--- src/rtl/axi_tester_pkg.sv ---
// Shared types and constants for the single-beat AXI bring-up tester.
package axi_tester_pkg;

   typedef enum logic [2:0] {
      ST_WAIT,
      ST_WRITE,
      ST_WRESP,
      ST_READ,
      ST_RRESP,
      ST_DONE
   } tester_state_e;

   localparam logic [1:0] RESP_OKAY  = 2'b00;
   localparam logic [1:0] BURST_INCR = 2'b01;

   // AXI size field: log2 of bytes per beat.
   function automatic logic [2:0] size_enc(input int unsigned data_width);
      return 3'($clog2(data_width / 8));
   endfunction

endpackage

--- src/rtl/axi_bus_if.sv ---
// AXI4 bus interface (AW/W/B/AR/R) with Master and Slave modports.
interface AXI_BUS #(
   parameter int unsigned AXI_ADDR_WIDTH = 64,
   parameter int unsigned AXI_DATA_WIDTH = 64,
   parameter int unsigned AXI_ID_WIDTH   = 5,
   parameter int unsigned AXI_USER_WIDTH = 64
);
   localparam int unsigned STRB_WIDTH = AXI_DATA_WIDTH / 8;

   logic [AXI_ID_WIDTH-1:0]   aw_id;
   logic [AXI_ADDR_WIDTH-1:0] aw_addr;
   logic [7:0]                aw_len;
   logic [2:0]                aw_size;
   logic [1:0]                aw_burst;
   logic                      aw_lock;
   logic [3:0]                aw_cache;
   logic [2:0]                aw_prot;
   logic [3:0]                aw_qos;
   logic [3:0]                aw_region;
   logic [5:0]                aw_atop;
   logic [AXI_USER_WIDTH-1:0] aw_user;
   logic                      aw_valid;
   logic                      aw_ready;

   logic [AXI_DATA_WIDTH-1:0] w_data;
   logic [STRB_WIDTH-1:0]     w_strb;
   logic                      w_last;
   logic [AXI_USER_WIDTH-1:0] w_user;
   logic                      w_valid;
   logic                      w_ready;

   logic [AXI_ID_WIDTH-1:0]   b_id;
   logic [1:0]                b_resp;
   logic [AXI_USER_WIDTH-1:0] b_user;
   logic                      b_valid;
   logic                      b_ready;

   logic [AXI_ID_WIDTH-1:0]   ar_id;
   logic [AXI_ADDR_WIDTH-1:0] ar_addr;
   logic [7:0]                ar_len;
   logic [2:0]                ar_size;
   logic [1:0]                ar_burst;
   logic                      ar_lock;
   logic [3:0]                ar_cache;
   logic [2:0]                ar_prot;
   logic [3:0]                ar_qos;
   logic [3:0]                ar_region;
   logic [AXI_USER_WIDTH-1:0] ar_user;
   logic                      ar_valid;
   logic                      ar_ready;

   logic [AXI_ID_WIDTH-1:0]   r_id;
   logic [AXI_DATA_WIDTH-1:0] r_data;
   logic [1:0]                r_resp;
   logic                      r_last;
   logic [AXI_USER_WIDTH-1:0] r_user;
   logic                      r_valid;
   logic                      r_ready;

   modport Master (
      output aw_id, aw_addr, aw_len, aw_size, aw_burst, aw_lock, aw_cache, aw_prot,
             aw_qos, aw_region, aw_atop, aw_user, aw_valid,
      input  aw_ready,
      output w_data, w_strb, w_last, w_user, w_valid,
      input  w_ready,
      input  b_id, b_resp, b_user, b_valid,
      output b_ready,
      output ar_id, ar_addr, ar_len, ar_size, ar_burst, ar_lock, ar_cache, ar_prot,
             ar_qos, ar_region, ar_user, ar_valid,
      input  ar_ready,
      input  r_id, r_data, r_resp, r_last, r_user, r_valid,
      output r_ready
   );

   modport Slave (
      input  aw_id, aw_addr, aw_len, aw_size, aw_burst, aw_lock, aw_cache, aw_prot,
             aw_qos, aw_region, aw_atop, aw_user, aw_valid,
      output aw_ready,
      input  w_data, w_strb, w_last, w_user, w_valid,
      output w_ready,
      output b_id, b_resp, b_user, b_valid,
      input  b_ready,
      input  ar_id, ar_addr, ar_len, ar_size, ar_burst, ar_lock, ar_cache, ar_prot,
             ar_qos, ar_region, ar_user, ar_valid,
      output ar_ready,
      output r_id, r_data, r_resp, r_last, r_user, r_valid,
      input  r_ready
   );

endinterface

--- src/rtl/axi_single_beat_tester.sv ---
// Bring-up traffic generator: one-beat write of DATA to ADDRESS, read-back,
// then sticky done/error flags and the captured read data.
module axi_single_beat_tester
   import axi_tester_pkg::*;
#(
   parameter int unsigned              AXI_ID_WIDTH   = 5,
   parameter int unsigned              AXI_ADDR_WIDTH = 64,
   parameter int unsigned              AXI_DATA_WIDTH = 64,
   parameter int unsigned              AXI_USER_WIDTH = 64,
   parameter logic [AXI_ADDR_WIDTH-1:0] ADDRESS       = 'h9000_0004,
   parameter logic [AXI_DATA_WIDTH-1:0] DATA          = 'hABCD,
   parameter int unsigned              START_DELAY    = 10
) (
   input  logic                      clk_i,
   input  logic                      rst_i,
   AXI_BUS.Master                    axi_master_port,
   output logic                      done_o,
   output logic                      error_o,
   output logic [AXI_DATA_WIDTH-1:0] rdata_o
);

   localparam logic [2:0] SIZE = size_enc(AXI_DATA_WIDTH);

   tester_state_e             r_state;
   logic [31:0]               r_cnt;
   logic                      r_aw_valid;
   logic                      r_w_valid;
   logic                      r_aw_done;
   logic                      r_w_done;
   logic                      r_b_ready;
   logic                      r_ar_valid;
   logic                      r_r_ready;
   logic                      r_done;
   logic                      r_error;
   logic [AXI_DATA_WIDTH-1:0] r_rdata;

   logic w_aw_hs, w_w_hs, w_b_hs, w_ar_hs, w_r_hs;
   logic w_unused;

   assign w_aw_hs  = r_aw_valid && axi_master_port.aw_ready;
   assign w_w_hs   = r_w_valid  && axi_master_port.w_ready;
   assign w_b_hs   = r_b_ready  && axi_master_port.b_valid;
   assign w_ar_hs  = r_ar_valid && axi_master_port.ar_ready;
   assign w_r_hs   = r_r_ready  && axi_master_port.r_valid;
   assign w_unused = ^{axi_master_port.b_id, axi_master_port.b_user,
                       axi_master_port.r_id, axi_master_port.r_user};

   always_ff @(posedge clk_i) begin
      if (rst_i) begin
         r_state    <= ST_WAIT;
         r_cnt      <= '0;
         r_aw_valid <= 1'b0;
         r_w_valid  <= 1'b0;
         r_aw_done  <= 1'b0;
         r_w_done   <= 1'b0;
         r_b_ready  <= 1'b0;
         r_ar_valid <= 1'b0;
         r_r_ready  <= 1'b0;
         r_done     <= 1'b0;
         r_error    <= 1'b0;
         r_rdata    <= '0;
      end else begin
         case (r_state)
            ST_WAIT: begin
               if (r_cnt == START_DELAY) begin
                  r_state    <= ST_WRITE;
                  r_aw_valid <= 1'b1;
                  r_w_valid  <= 1'b1;
                  r_aw_done  <= 1'b0;
                  r_w_done   <= 1'b0;
               end else begin
                  r_cnt <= r_cnt + 32'd1;
               end
            end
            ST_WRITE: begin
               // AW and W may be accepted in either order; leave once both are in.
               if (w_aw_hs) begin
                  r_aw_valid <= 1'b0;
                  r_aw_done  <= 1'b1;
               end
               if (w_w_hs) begin
                  r_w_valid <= 1'b0;
                  r_w_done  <= 1'b1;
               end
               if ((r_aw_done || w_aw_hs) && (r_w_done || w_w_hs)) begin
                  r_state   <= ST_WRESP;
                  r_b_ready <= 1'b1;
               end
            end
            ST_WRESP: begin
               if (w_b_hs) begin
                  r_b_ready  <= 1'b0;
                  r_ar_valid <= 1'b1;
                  r_state    <= ST_READ;
                  if (axi_master_port.b_resp != RESP_OKAY) r_error <= 1'b1;
               end
            end
            ST_READ: begin
               if (w_ar_hs) begin
                  r_ar_valid <= 1'b0;
                  r_r_ready  <= 1'b1;
                  r_state    <= ST_RRESP;
               end
            end
            ST_RRESP: begin
               if (w_r_hs) begin
                  r_r_ready <= 1'b0;
                  r_rdata   <= axi_master_port.r_data;
                  r_done    <= 1'b1;
                  r_state   <= ST_DONE;
                  if (axi_master_port.r_resp != RESP_OKAY ||
                      axi_master_port.r_data != DATA ||
                      !axi_master_port.r_last) r_error <= 1'b1;
               end
            end
            ST_DONE: r_state <= ST_DONE;
            default: r_state <= ST_WAIT;
         endcase
      end
   end

   assign axi_master_port.aw_id     = '0;
   assign axi_master_port.aw_addr   = ADDRESS;
   assign axi_master_port.aw_len    = '0;
   assign axi_master_port.aw_size   = SIZE;
   assign axi_master_port.aw_burst  = BURST_INCR;
   assign axi_master_port.aw_lock   = 1'b0;
   assign axi_master_port.aw_cache  = '0;
   assign axi_master_port.aw_prot   = '0;
   assign axi_master_port.aw_qos    = '0;
   assign axi_master_port.aw_region = '0;
   assign axi_master_port.aw_atop   = '0;
   assign axi_master_port.aw_user   = '0;
   assign axi_master_port.aw_valid  = r_aw_valid;

   assign axi_master_port.w_data    = DATA;
   assign axi_master_port.w_strb    = '1;
   assign axi_master_port.w_last    = 1'b1;
   assign axi_master_port.w_user    = '0;
   assign axi_master_port.w_valid   = r_w_valid;

   assign axi_master_port.b_ready   = r_b_ready;

   assign axi_master_port.ar_id     = '0;
   assign axi_master_port.ar_addr   = ADDRESS;
   assign axi_master_port.ar_len    = '0;
   assign axi_master_port.ar_size   = SIZE;
   assign axi_master_port.ar_burst  = BURST_INCR;
   assign axi_master_port.ar_lock   = 1'b0;
   assign axi_master_port.ar_cache  = '0;
   assign axi_master_port.ar_prot   = '0;
   assign axi_master_port.ar_qos    = '0;
   assign axi_master_port.ar_region = '0;
   assign axi_master_port.ar_user   = '0;
   assign axi_master_port.ar_valid  = r_ar_valid;

   assign axi_master_port.r_ready   = r_r_ready;

   assign done_o  = r_done;
   assign error_o = r_error;
   assign rdata_o = r_rdata;

endmodule

--- src/flat_wrapper.sv ---
// flat-port wrapper written by rule: the top's interface ports become plain ports
module axi_single_beat_tester_flat import axi_tester_pkg::*;
#(
   parameter int unsigned              AXI_ID_WIDTH   = 5,
   parameter int unsigned              AXI_ADDR_WIDTH = 64,
   parameter int unsigned              AXI_DATA_WIDTH = 64,
   parameter int unsigned              AXI_USER_WIDTH = 64,
   parameter logic [AXI_ADDR_WIDTH-1:0] ADDRESS       = 'h9000_0004,
   parameter logic [AXI_DATA_WIDTH-1:0] DATA          = 'hABCD,
   parameter int unsigned              START_DELAY    = 10
)
  (clk_i, rst_i, done_o, error_o, rdata_o, axi_master_port_aw_id, axi_master_port_aw_addr, axi_master_port_aw_len, axi_master_port_aw_size, axi_master_port_aw_burst, axi_master_port_aw_lock, axi_master_port_aw_cache, axi_master_port_aw_prot, axi_master_port_aw_qos, axi_master_port_aw_region, axi_master_port_aw_atop, axi_master_port_aw_user, axi_master_port_aw_valid, axi_master_port_aw_ready, axi_master_port_w_data, axi_master_port_w_strb, axi_master_port_w_last, axi_master_port_w_user, axi_master_port_w_valid, axi_master_port_w_ready, axi_master_port_b_id, axi_master_port_b_resp, axi_master_port_b_user, axi_master_port_b_valid, axi_master_port_b_ready, axi_master_port_ar_id, axi_master_port_ar_addr, axi_master_port_ar_len, axi_master_port_ar_size, axi_master_port_ar_burst, axi_master_port_ar_lock, axi_master_port_ar_cache, axi_master_port_ar_prot, axi_master_port_ar_qos, axi_master_port_ar_region, axi_master_port_ar_user, axi_master_port_ar_valid, axi_master_port_ar_ready, axi_master_port_r_id, axi_master_port_r_data, axi_master_port_r_resp, axi_master_port_r_last, axi_master_port_r_user, axi_master_port_r_valid, axi_master_port_r_ready);
  AXI_BUS #(.AXI_ADDR_WIDTH(AXI_ADDR_WIDTH), .AXI_DATA_WIDTH(AXI_DATA_WIDTH), .AXI_ID_WIDTH(AXI_ID_WIDTH), .AXI_USER_WIDTH(AXI_USER_WIDTH)) axi_master_port_i ();
  input  logic clk_i;
  input  logic rst_i;
  output logic done_o;
  output logic error_o;
  output logic [AXI_DATA_WIDTH-1:0] rdata_o;
  output wire logic [$bits(axi_master_port_i.aw_id)-1:0] axi_master_port_aw_id;
  output wire logic [$bits(axi_master_port_i.aw_addr)-1:0] axi_master_port_aw_addr;
  output wire logic [$bits(axi_master_port_i.aw_len)-1:0] axi_master_port_aw_len;
  output wire logic [$bits(axi_master_port_i.aw_size)-1:0] axi_master_port_aw_size;
  output wire logic [$bits(axi_master_port_i.aw_burst)-1:0] axi_master_port_aw_burst;
  output wire logic [$bits(axi_master_port_i.aw_lock)-1:0] axi_master_port_aw_lock;
  output wire logic [$bits(axi_master_port_i.aw_cache)-1:0] axi_master_port_aw_cache;
  output wire logic [$bits(axi_master_port_i.aw_prot)-1:0] axi_master_port_aw_prot;
  output wire logic [$bits(axi_master_port_i.aw_qos)-1:0] axi_master_port_aw_qos;
  output wire logic [$bits(axi_master_port_i.aw_region)-1:0] axi_master_port_aw_region;
  output wire logic [$bits(axi_master_port_i.aw_atop)-1:0] axi_master_port_aw_atop;
  output wire logic [$bits(axi_master_port_i.aw_user)-1:0] axi_master_port_aw_user;
  output wire logic [$bits(axi_master_port_i.aw_valid)-1:0] axi_master_port_aw_valid;
  input wire logic [$bits(axi_master_port_i.aw_ready)-1:0] axi_master_port_aw_ready;
  output wire logic [$bits(axi_master_port_i.w_data)-1:0] axi_master_port_w_data;
  output wire logic [$bits(axi_master_port_i.w_strb)-1:0] axi_master_port_w_strb;
  output wire logic [$bits(axi_master_port_i.w_last)-1:0] axi_master_port_w_last;
  output wire logic [$bits(axi_master_port_i.w_user)-1:0] axi_master_port_w_user;
  output wire logic [$bits(axi_master_port_i.w_valid)-1:0] axi_master_port_w_valid;
  input wire logic [$bits(axi_master_port_i.w_ready)-1:0] axi_master_port_w_ready;
  input wire logic [$bits(axi_master_port_i.b_id)-1:0] axi_master_port_b_id;
  input wire logic [$bits(axi_master_port_i.b_resp)-1:0] axi_master_port_b_resp;
  input wire logic [$bits(axi_master_port_i.b_user)-1:0] axi_master_port_b_user;
  input wire logic [$bits(axi_master_port_i.b_valid)-1:0] axi_master_port_b_valid;
  output wire logic [$bits(axi_master_port_i.b_ready)-1:0] axi_master_port_b_ready;
  output wire logic [$bits(axi_master_port_i.ar_id)-1:0] axi_master_port_ar_id;
  output wire logic [$bits(axi_master_port_i.ar_addr)-1:0] axi_master_port_ar_addr;
  output wire logic [$bits(axi_master_port_i.ar_len)-1:0] axi_master_port_ar_len;
  output wire logic [$bits(axi_master_port_i.ar_size)-1:0] axi_master_port_ar_size;
  output wire logic [$bits(axi_master_port_i.ar_burst)-1:0] axi_master_port_ar_burst;
  output wire logic [$bits(axi_master_port_i.ar_lock)-1:0] axi_master_port_ar_lock;
  output wire logic [$bits(axi_master_port_i.ar_cache)-1:0] axi_master_port_ar_cache;
  output wire logic [$bits(axi_master_port_i.ar_prot)-1:0] axi_master_port_ar_prot;
  output wire logic [$bits(axi_master_port_i.ar_qos)-1:0] axi_master_port_ar_qos;
  output wire logic [$bits(axi_master_port_i.ar_region)-1:0] axi_master_port_ar_region;
  output wire logic [$bits(axi_master_port_i.ar_user)-1:0] axi_master_port_ar_user;
  output wire logic [$bits(axi_master_port_i.ar_valid)-1:0] axi_master_port_ar_valid;
  input wire logic [$bits(axi_master_port_i.ar_ready)-1:0] axi_master_port_ar_ready;
  input wire logic [$bits(axi_master_port_i.r_id)-1:0] axi_master_port_r_id;
  input wire logic [$bits(axi_master_port_i.r_data)-1:0] axi_master_port_r_data;
  input wire logic [$bits(axi_master_port_i.r_resp)-1:0] axi_master_port_r_resp;
  input wire logic [$bits(axi_master_port_i.r_last)-1:0] axi_master_port_r_last;
  input wire logic [$bits(axi_master_port_i.r_user)-1:0] axi_master_port_r_user;
  input wire logic [$bits(axi_master_port_i.r_valid)-1:0] axi_master_port_r_valid;
  output wire logic [$bits(axi_master_port_i.r_ready)-1:0] axi_master_port_r_ready;
  assign axi_master_port_aw_id = axi_master_port_i.aw_id;
  assign axi_master_port_aw_addr = axi_master_port_i.aw_addr;
  assign axi_master_port_aw_len = axi_master_port_i.aw_len;
  assign axi_master_port_aw_size = axi_master_port_i.aw_size;
  assign axi_master_port_aw_burst = axi_master_port_i.aw_burst;
  assign axi_master_port_aw_lock = axi_master_port_i.aw_lock;
  assign axi_master_port_aw_cache = axi_master_port_i.aw_cache;
  assign axi_master_port_aw_prot = axi_master_port_i.aw_prot;
  assign axi_master_port_aw_qos = axi_master_port_i.aw_qos;
  assign axi_master_port_aw_region = axi_master_port_i.aw_region;
  assign axi_master_port_aw_atop = axi_master_port_i.aw_atop;
  assign axi_master_port_aw_user = axi_master_port_i.aw_user;
  assign axi_master_port_aw_valid = axi_master_port_i.aw_valid;
  assign axi_master_port_i.aw_ready = axi_master_port_aw_ready;
  assign axi_master_port_w_data = axi_master_port_i.w_data;
  assign axi_master_port_w_strb = axi_master_port_i.w_strb;
  assign axi_master_port_w_last = axi_master_port_i.w_last;
  assign axi_master_port_w_user = axi_master_port_i.w_user;
  assign axi_master_port_w_valid = axi_master_port_i.w_valid;
  assign axi_master_port_i.w_ready = axi_master_port_w_ready;
  assign axi_master_port_i.b_id = axi_master_port_b_id;
  assign axi_master_port_i.b_resp = axi_master_port_b_resp;
  assign axi_master_port_i.b_user = axi_master_port_b_user;
  assign axi_master_port_i.b_valid = axi_master_port_b_valid;
  assign axi_master_port_b_ready = axi_master_port_i.b_ready;
  assign axi_master_port_ar_id = axi_master_port_i.ar_id;
  assign axi_master_port_ar_addr = axi_master_port_i.ar_addr;
  assign axi_master_port_ar_len = axi_master_port_i.ar_len;
  assign axi_master_port_ar_size = axi_master_port_i.ar_size;
  assign axi_master_port_ar_burst = axi_master_port_i.ar_burst;
  assign axi_master_port_ar_lock = axi_master_port_i.ar_lock;
  assign axi_master_port_ar_cache = axi_master_port_i.ar_cache;
  assign axi_master_port_ar_prot = axi_master_port_i.ar_prot;
  assign axi_master_port_ar_qos = axi_master_port_i.ar_qos;
  assign axi_master_port_ar_region = axi_master_port_i.ar_region;
  assign axi_master_port_ar_user = axi_master_port_i.ar_user;
  assign axi_master_port_ar_valid = axi_master_port_i.ar_valid;
  assign axi_master_port_i.ar_ready = axi_master_port_ar_ready;
  assign axi_master_port_i.r_id = axi_master_port_r_id;
  assign axi_master_port_i.r_data = axi_master_port_r_data;
  assign axi_master_port_i.r_resp = axi_master_port_r_resp;
  assign axi_master_port_i.r_last = axi_master_port_r_last;
  assign axi_master_port_i.r_user = axi_master_port_r_user;
  assign axi_master_port_i.r_valid = axi_master_port_r_valid;
  assign axi_master_port_r_ready = axi_master_port_i.r_ready;
  axi_single_beat_tester #(.AXI_ID_WIDTH(AXI_ID_WIDTH), .AXI_ADDR_WIDTH(AXI_ADDR_WIDTH), .AXI_DATA_WIDTH(AXI_DATA_WIDTH), .AXI_USER_WIDTH(AXI_USER_WIDTH), .ADDRESS(ADDRESS), .DATA(DATA), .START_DELAY(START_DELAY)) u_core (.clk_i(clk_i), .rst_i(rst_i), .axi_master_port(axi_master_port_i), .done_o(done_o), .error_o(error_o), .rdata_o(rdata_o));
endmodule
--- config.mk ---
export PLATFORM = sky130hd
export DESIGN_NAME = axi_single_beat_tester_flat
export DESIGN_NICKNAME = d
export VERILOG_FILES = /design/src/rtl/axi_tester_pkg.sv /design/src/rtl/axi_bus_if.sv /design/src/rtl/axi_single_beat_tester.sv /design/src/flat_wrapper.sv
export SDC_FILE = /design/constraint.sdc
export NUM_CORES = 1
export LEC_CHECK = 0
export CORE_AREA = 3 3 290 292
export DETAILED_ROUTE_END_ITERATION = 8
export DIE_AREA = 0 0 293 295
export PLACE_DENSITY_LB_ADDON = 0.08
export SETUP_SLACK_MARGIN = 0.15
export SYNTH_ARGS = -nofsm -noshare
export SYNTH_HDL_FRONTEND = slang
export SYNTH_SLANG_ARGS = --single-unit
export TNS_END_PERCENT = 30
--- constraint.sdc ---
create_clock -name clk_i -period 5.35 [get_ports clk_i]
set_input_delay 1.07 -clock clk_i [delete_from_list [all_inputs] [get_ports clk_i]]
set_output_delay 1.07 -clock clk_i [all_outputs]
set_load 0.01 [all_outputs]
# [Word-level counts from Yosys, hierarchy flattened]
# Cells that the tools add are included.
# W data, S select, Z words.
[word_totals] out_inout_bits=538 word_cells=88 register_bits=108
[classes] n_eq_ne=16 muxes=30 add_sub_neg=1 n_reduce_logical=28 bitwise=1
[ops] operator="$ne A64 B16 Y1 const B" n=1
[ops] operator="$add A32 B1 Y32 const B" n=1
[ops] operator="$eq A32 B4 Y1 const B" n=1
[ops] operator="$ne A2 B1 Y1 const B" n=9
[ops] operator="$pmux W3 S6" n=1
[ops] operator="$mux W1" n=16
[ops] operator="$pmux W1 S2" n=8
[ops] operator="$mux W3" n=5
[ops] operator="$reduce_and A3 Y1" n=5
[ops] operator="$reduce_bool A2 Y1" n=7
[ops] operator="$reduce_and A5 Y1" n=2
[ops] operator="$eq A3 B2 Y1 const B" n=2
[ops] operator="$eq A3 B3 Y1 const B" n=2
[ops] operator="$logic_and A1 B1 Y1" n=6
[ops] operator="$logic_or A1 B1 Y1" n=4
[ops] operator="$reduce_and A2 Y1" n=2
[ops] operator="$eq A3 B1 Y1 const B" n=1
[ops] operator="$logic_not A3 Y1" n=1
[ops] operator="$logic_not A1 Y1" n=1
[ops] operator="$not A1 Y1" n=1

# [Longest topological paths before layout]
[depth] ltp_word=6 ltp_mapped=8 depth_no_buf=7

# [Least setup slack after synthesis]
# Ideal clock, no wire load.
[synth_timing] path_type="input -> register" start="input rst_i" end="register u_core.r_cnt[10]" required_time_ns=5.222 slack_ns=3.280 t_arrival_ns=1.943 n_path_buf=3 stages=4 cell_sequence="clkbuf_1 -> clkbuf_1 -> clkbuf_1 -> nor2_1"
[synth_lines] element="start: declaration" line_no="flat_wrapper.sv:15" text="input logic rst_i;"
[synth_lines] element="end signal: assignment" line_no="axi_single_beat_tester.sv:72" text="r_cnt <= r_cnt + 32'd1;"
[synth_lines] element="end: declaration" line_no="axi_single_beat_tester.sv:25" text="logic [31:0] r_cnt;"
# No word-level cell between the ends.

# [Worst setup path in the final report]
[layout_timing] start="input axi_master_port_r_data[37]" end="register u_core.r_error (netlist: u_core.error_o)"
[layout_via] elab_chain_cells=5
[layout_rtl] element="start: declaration" line_no="flat_wrapper.sv:58" text="input wire logic [$bits(axi_master_port_i.r_data)-1:0] axi_master_port_r_data;"
[layout_rtl] element="$ne A64 B16 Y1" line_no="axi_single_beat_tester.sv:112" text="axi_master_port.r_data != DATA ||"
[layout_rtl] element="$logic_or A1 B1 Y1" line_no="axi_single_beat_tester.sv:111" text="if (axi_master_port.r_resp != RESP_OKAY ||"
[layout_rtl] element="$logic_or A1 B1 Y1" line_no="axi_single_beat_tester.sv:112"
[layout_rtl] element="$ne A2 B1 Y1 (no source line)"
[layout_rtl] element="$reduce_and A5 Y1 (no source line)"
[layout_rtl] element="end signal: assignment" line_no="axi_single_beat_tester.sv:60" text="r_error <= 1'b0;"
[layout_rtl] element="end signal: assignment" line_no="axi_single_beat_tester.sv:95" text="if (axi_master_port.b_resp != RESP_OKAY) r_error <= 1'b1;"
[layout_rtl] element="end: declaration" line_no="axi_single_beat_tester.sv:34" text="logic r_error;"
# No other way between the ends.
# A chain may end at the register's enable or synchronous reset.

==> summary.md <==
| Metric | Value |
|---|---|
| Initial antenna violation count | 1 |
| Share of layout cells above drive strength 1 | 2.86% |
| Max FFs per register | 64 |
| Clock sinks | 108 |
| Slowest cell delay on critical path | 0.78 ns |
| Hold_sp | u_core.rdata_o[29] |
| Total congestion overflow | 0 |
| Hold Path Class | reg2reg |
| Worst-case hold path end point | u_core.rdata_o[29] |
| Mapped Area | 0.00803 mm2 |
| Die area | 0.0864 mm2 |
| Ys flop type | dfxtp_1 |
| RSZ-0062 raised after global routing | false |
| Min Tclk post-route | 3.31 ns |
| Sw Share | 32.7% |
| Resized Gates After CTS | 0 |
| GP Congestion | 0.644 |
| Drt drc | 0 |
| FF-to-FF End | u_core.r_w_done |
| H-Tree Level Count | 3 |
| Setup CP Type | in2reg |
| Drt pass-1 iters | 4 |
| Final Max Slew Viols | 0 |
| CP cell instances | clkdlybuf4s50_1, nor4_1, nand4_1, nor4_1, a21oi_1 |
| Max cap viols | 0 |
| Synth cell types | 47 |
| Initial Utilization | 9.81% |
| VDD IR max | 0.144 mV |
| Largest net degree at the start of global routing | 67 |
| Final period utilization | 61.8% |
| Critical Path End Type | register |
| Vias after detailed routing | 5496 |
| Port Buffer Count | 146 |
| Register share of total power | 43.9% |
| Die width | 293 um |
| Wirelength per Cell | 11.9 um |
| Post-synthesis register bit count | 108 |
| Nets | 1366 |
| Combinational fraction of design power | 13.7% |
| Synthesized area per cell | 7.86 um2 |
| Later-pin clock latency in the skew report | 0.39 ns |
| CP max stage cell | nor4_1 |
| Hold Path Depth | 2 |
| Max Freq | 0.302 GHz |
| Clock share of power | 42.3% |
| Filler Cell Count | 9467 |
| Area grow syn2layout | 16.0% |
| Post-synthesis sequential area ratio | 26.9% |
| Slew headroom | 38.0% |
| First-pass GRT wire length | 35.5 mm |
| Drt via density | 2.47 |
| Clk_skew | 0.0162 ns |
| Routed Antenna Nets | 0 |
| Post-synth ARST share | 0% |
| Cts bufs inserted | 9 |
| Post-synth EDFFs | 0 |
| Syn. warnings | 0 |
| Setup bufs post-CTS | 0 |
| I/O pins | 752 |
| Die Ht | 295 um |
| Row Count | 105 |
| PwrDens | 197 mW/mm2 |
| Status | finished, final reports clean |
| Initial DRC count | 138 |
| RR Startpoint | u_core.r_cnt[16] |
| Reg2reg setup slack | 2.75 ns |
| Leak | 0.00364 uW |
| Maximum clock path buffer count | 2 |
| Crit path max fanout | 2 |
| Switching pwr | 601 uW |
| Cell mode on critical path | nor4_1 |
| Final Setup Violations | 0 |
| Hold_ws | 0.456 ns |
| Startpoint types | primary input |
| Synth area leaders | buf_4 44%, dfxtp_1 27%, nand2_1 6.8% |
| Worst r2r path cells | 5 |
| HPWL Detailed | 20.2 mm |
| Pint | 1240 uW |
| Setup TNS | 0 ns |
| Worst-margin pin slew | 0.929 ns |
| Clk root buf | clkbuf_16 |
| Core area | 0.0818 mm2 |
| Final Hold Fails | 0 |
| Synth Instances | 1022 |
| Largest area contributor in the netlist | buf_4 |
| WP data required | 5.61 ns |
| CP arrival | 3.57 ns |
| Top-area cell type share of the netlist area | 43.7% |
| Final wirelength | 26.4 mm |
| Vias in the first global route | 4873 |
| CTS tree | done |
| Gr usage total | 5.57% |
| Worst-path clk slew | 0.10 ns |
| Hold_buf cts | 0 |
==> cells in the final DEF (no fill, tap or decap), types with 3 or more instances in the layout <==
cell type	n
a21oi_1	81
and3_1	7
and4_1	3
buf_4	5
clkbuf_16	9
clkdlybuf4s50_1	145
conb_1	467
dfxtp_1	108
inv_1	6
nand2_1	145
nand2b_1	4
nand3_1	5
nand4_1	15
nand4_2	3
nor2_1	36
nor2b_1	3
nor3_4	3
nor4_1	17
nor4b_1	4
o2111ai_1	6
o211ai_1	4
o21ai_0	10
o31ai_1	3
or3_1	8
or4_1	3
xnor2_1	4
xor2_1	18
==> through the flow <==
stage                     utilization, %  worst slack [ns]  total power (uW)  cells  area [um2]
after global routing                11.4              1.95              1950   2225        9310
final                               11.4              2.04              1840   2227        9310
after floorplan                        -              3.28              1240   1487        9780
after detailed placement            11.0              1.48              1070   2209        9000
after CTS                           11.4              1.92              1890   2225        9310
after global placement              11.0              1.49              1070   2209        9000
==> power by group through the flow <==
| stage | combinational, uW | sequential [uW] | clock [uW] |
|---|---|---|---|
| 6_report | 253 | 808 | 778 |
| 3_3_place_gp | 244 | 827 | 0 |
| 4_1_cts | 244 | 808 | 840 |
| 3_5_place_dp | 244 | 827 | 0 |
| 5_1_grt | 280 | 809 | 865 |
| 2_1_floorplan | 415 | 826 | 0 |
==> worst max path at each step <==
stage,start,endpoint,slack (ns)
2_1_floorplan,rst_i,u_core.r_cnt[10],3.28
3_3_place_gp,axi_master_port_r_data[37],u_core.error_o,1.49
3_5_place_dp,axi_master_port_r_data[37],u_core.error_o,1.48
4_1_cts,axi_master_port_r_data[37],u_core.error_o,1.92
5_1_grt,axi_master_port_r_data[37],u_core.error_o,1.95
6_report,axi_master_port_r_data[37],u_core.error_o,2.04
==> critical path, delay by kind of cell <==
| family | cells | cell delay, ns |
|---|---|---|
| AND/OR/NAND/NOR | 3 | 1.84 |
| buffers and inverters | 1 | 0.50 |
| AO/OA/AOI/OAI | 1 | 0.15 |
==> per-layer routing <==
metal | wire [um] | track usage, %
met5 | 0 | 0
met4 | 218 | 1.22
met3 | 2180 | 2.10
met2 | 13500 | 9.71
met1 | 10500 | 6.50
==> area by class of cell <==
cell class                      instances  area (um2)  share of cell area, %
Antenna cell                            2        5.00                 0.0537
Clock buffer                           10         229                   2.46
Clock inverter                          6        82.6                  0.887
Inverter                                6        22.5                  0.242
Multi-Input combinational cell        875        3980                   42.8
Sequential cell                       108        2160                   23.2
Tap cell                             1070        1340                   14.4
Timing Repair Buffer                  150        1490                   16.0
==> logic make-up after synthesis <==
| kind of cell | after synthesis | share of synthesized area, % |
|---|---|---|
| adders and majority gates | 2 | 0.312 |
| xor gates and xnor gates | 22 | 2.40 |
| AOI/OAI and AO/OA | 116 | 8.54 |
| other | 2 | 0.0935 |
| muxes | 1 | 0.125 |
| buffers and inverters | 504 | 45.4 |
| and+or+nand+nor | 267 | 16.2 |
| DFF | 108 | 26.9 |
==> cell usage after synthesis (2+ instances only) <==
master     count
buf_4        467
nand2_1      145
dfxtp_1      108
a21oi_1       81
nor2_1        36
clkbuf_1      23
xor2_1        18
nor4_1        17
nand4_1       15
o21ai_0       10
or3_1          8
and3_1         7
inv_1          6
nand3_1        6
o2111ai_1      6
buf_1          5
nand2b_1       4
nor4b_1        4
o211ai_1       4
xnor2_1        4
and4_1         3
buf_2          3
nand4_2        3
nor2b_1        3
nor3_1         3
nor3_4         3
o31ai_1        3
or4_1          3
a211oi_1       2
a22oi_1        2
a32oi_1        2
conb_1         2
ha_1           2
Power figures use the tool's default switching activity.
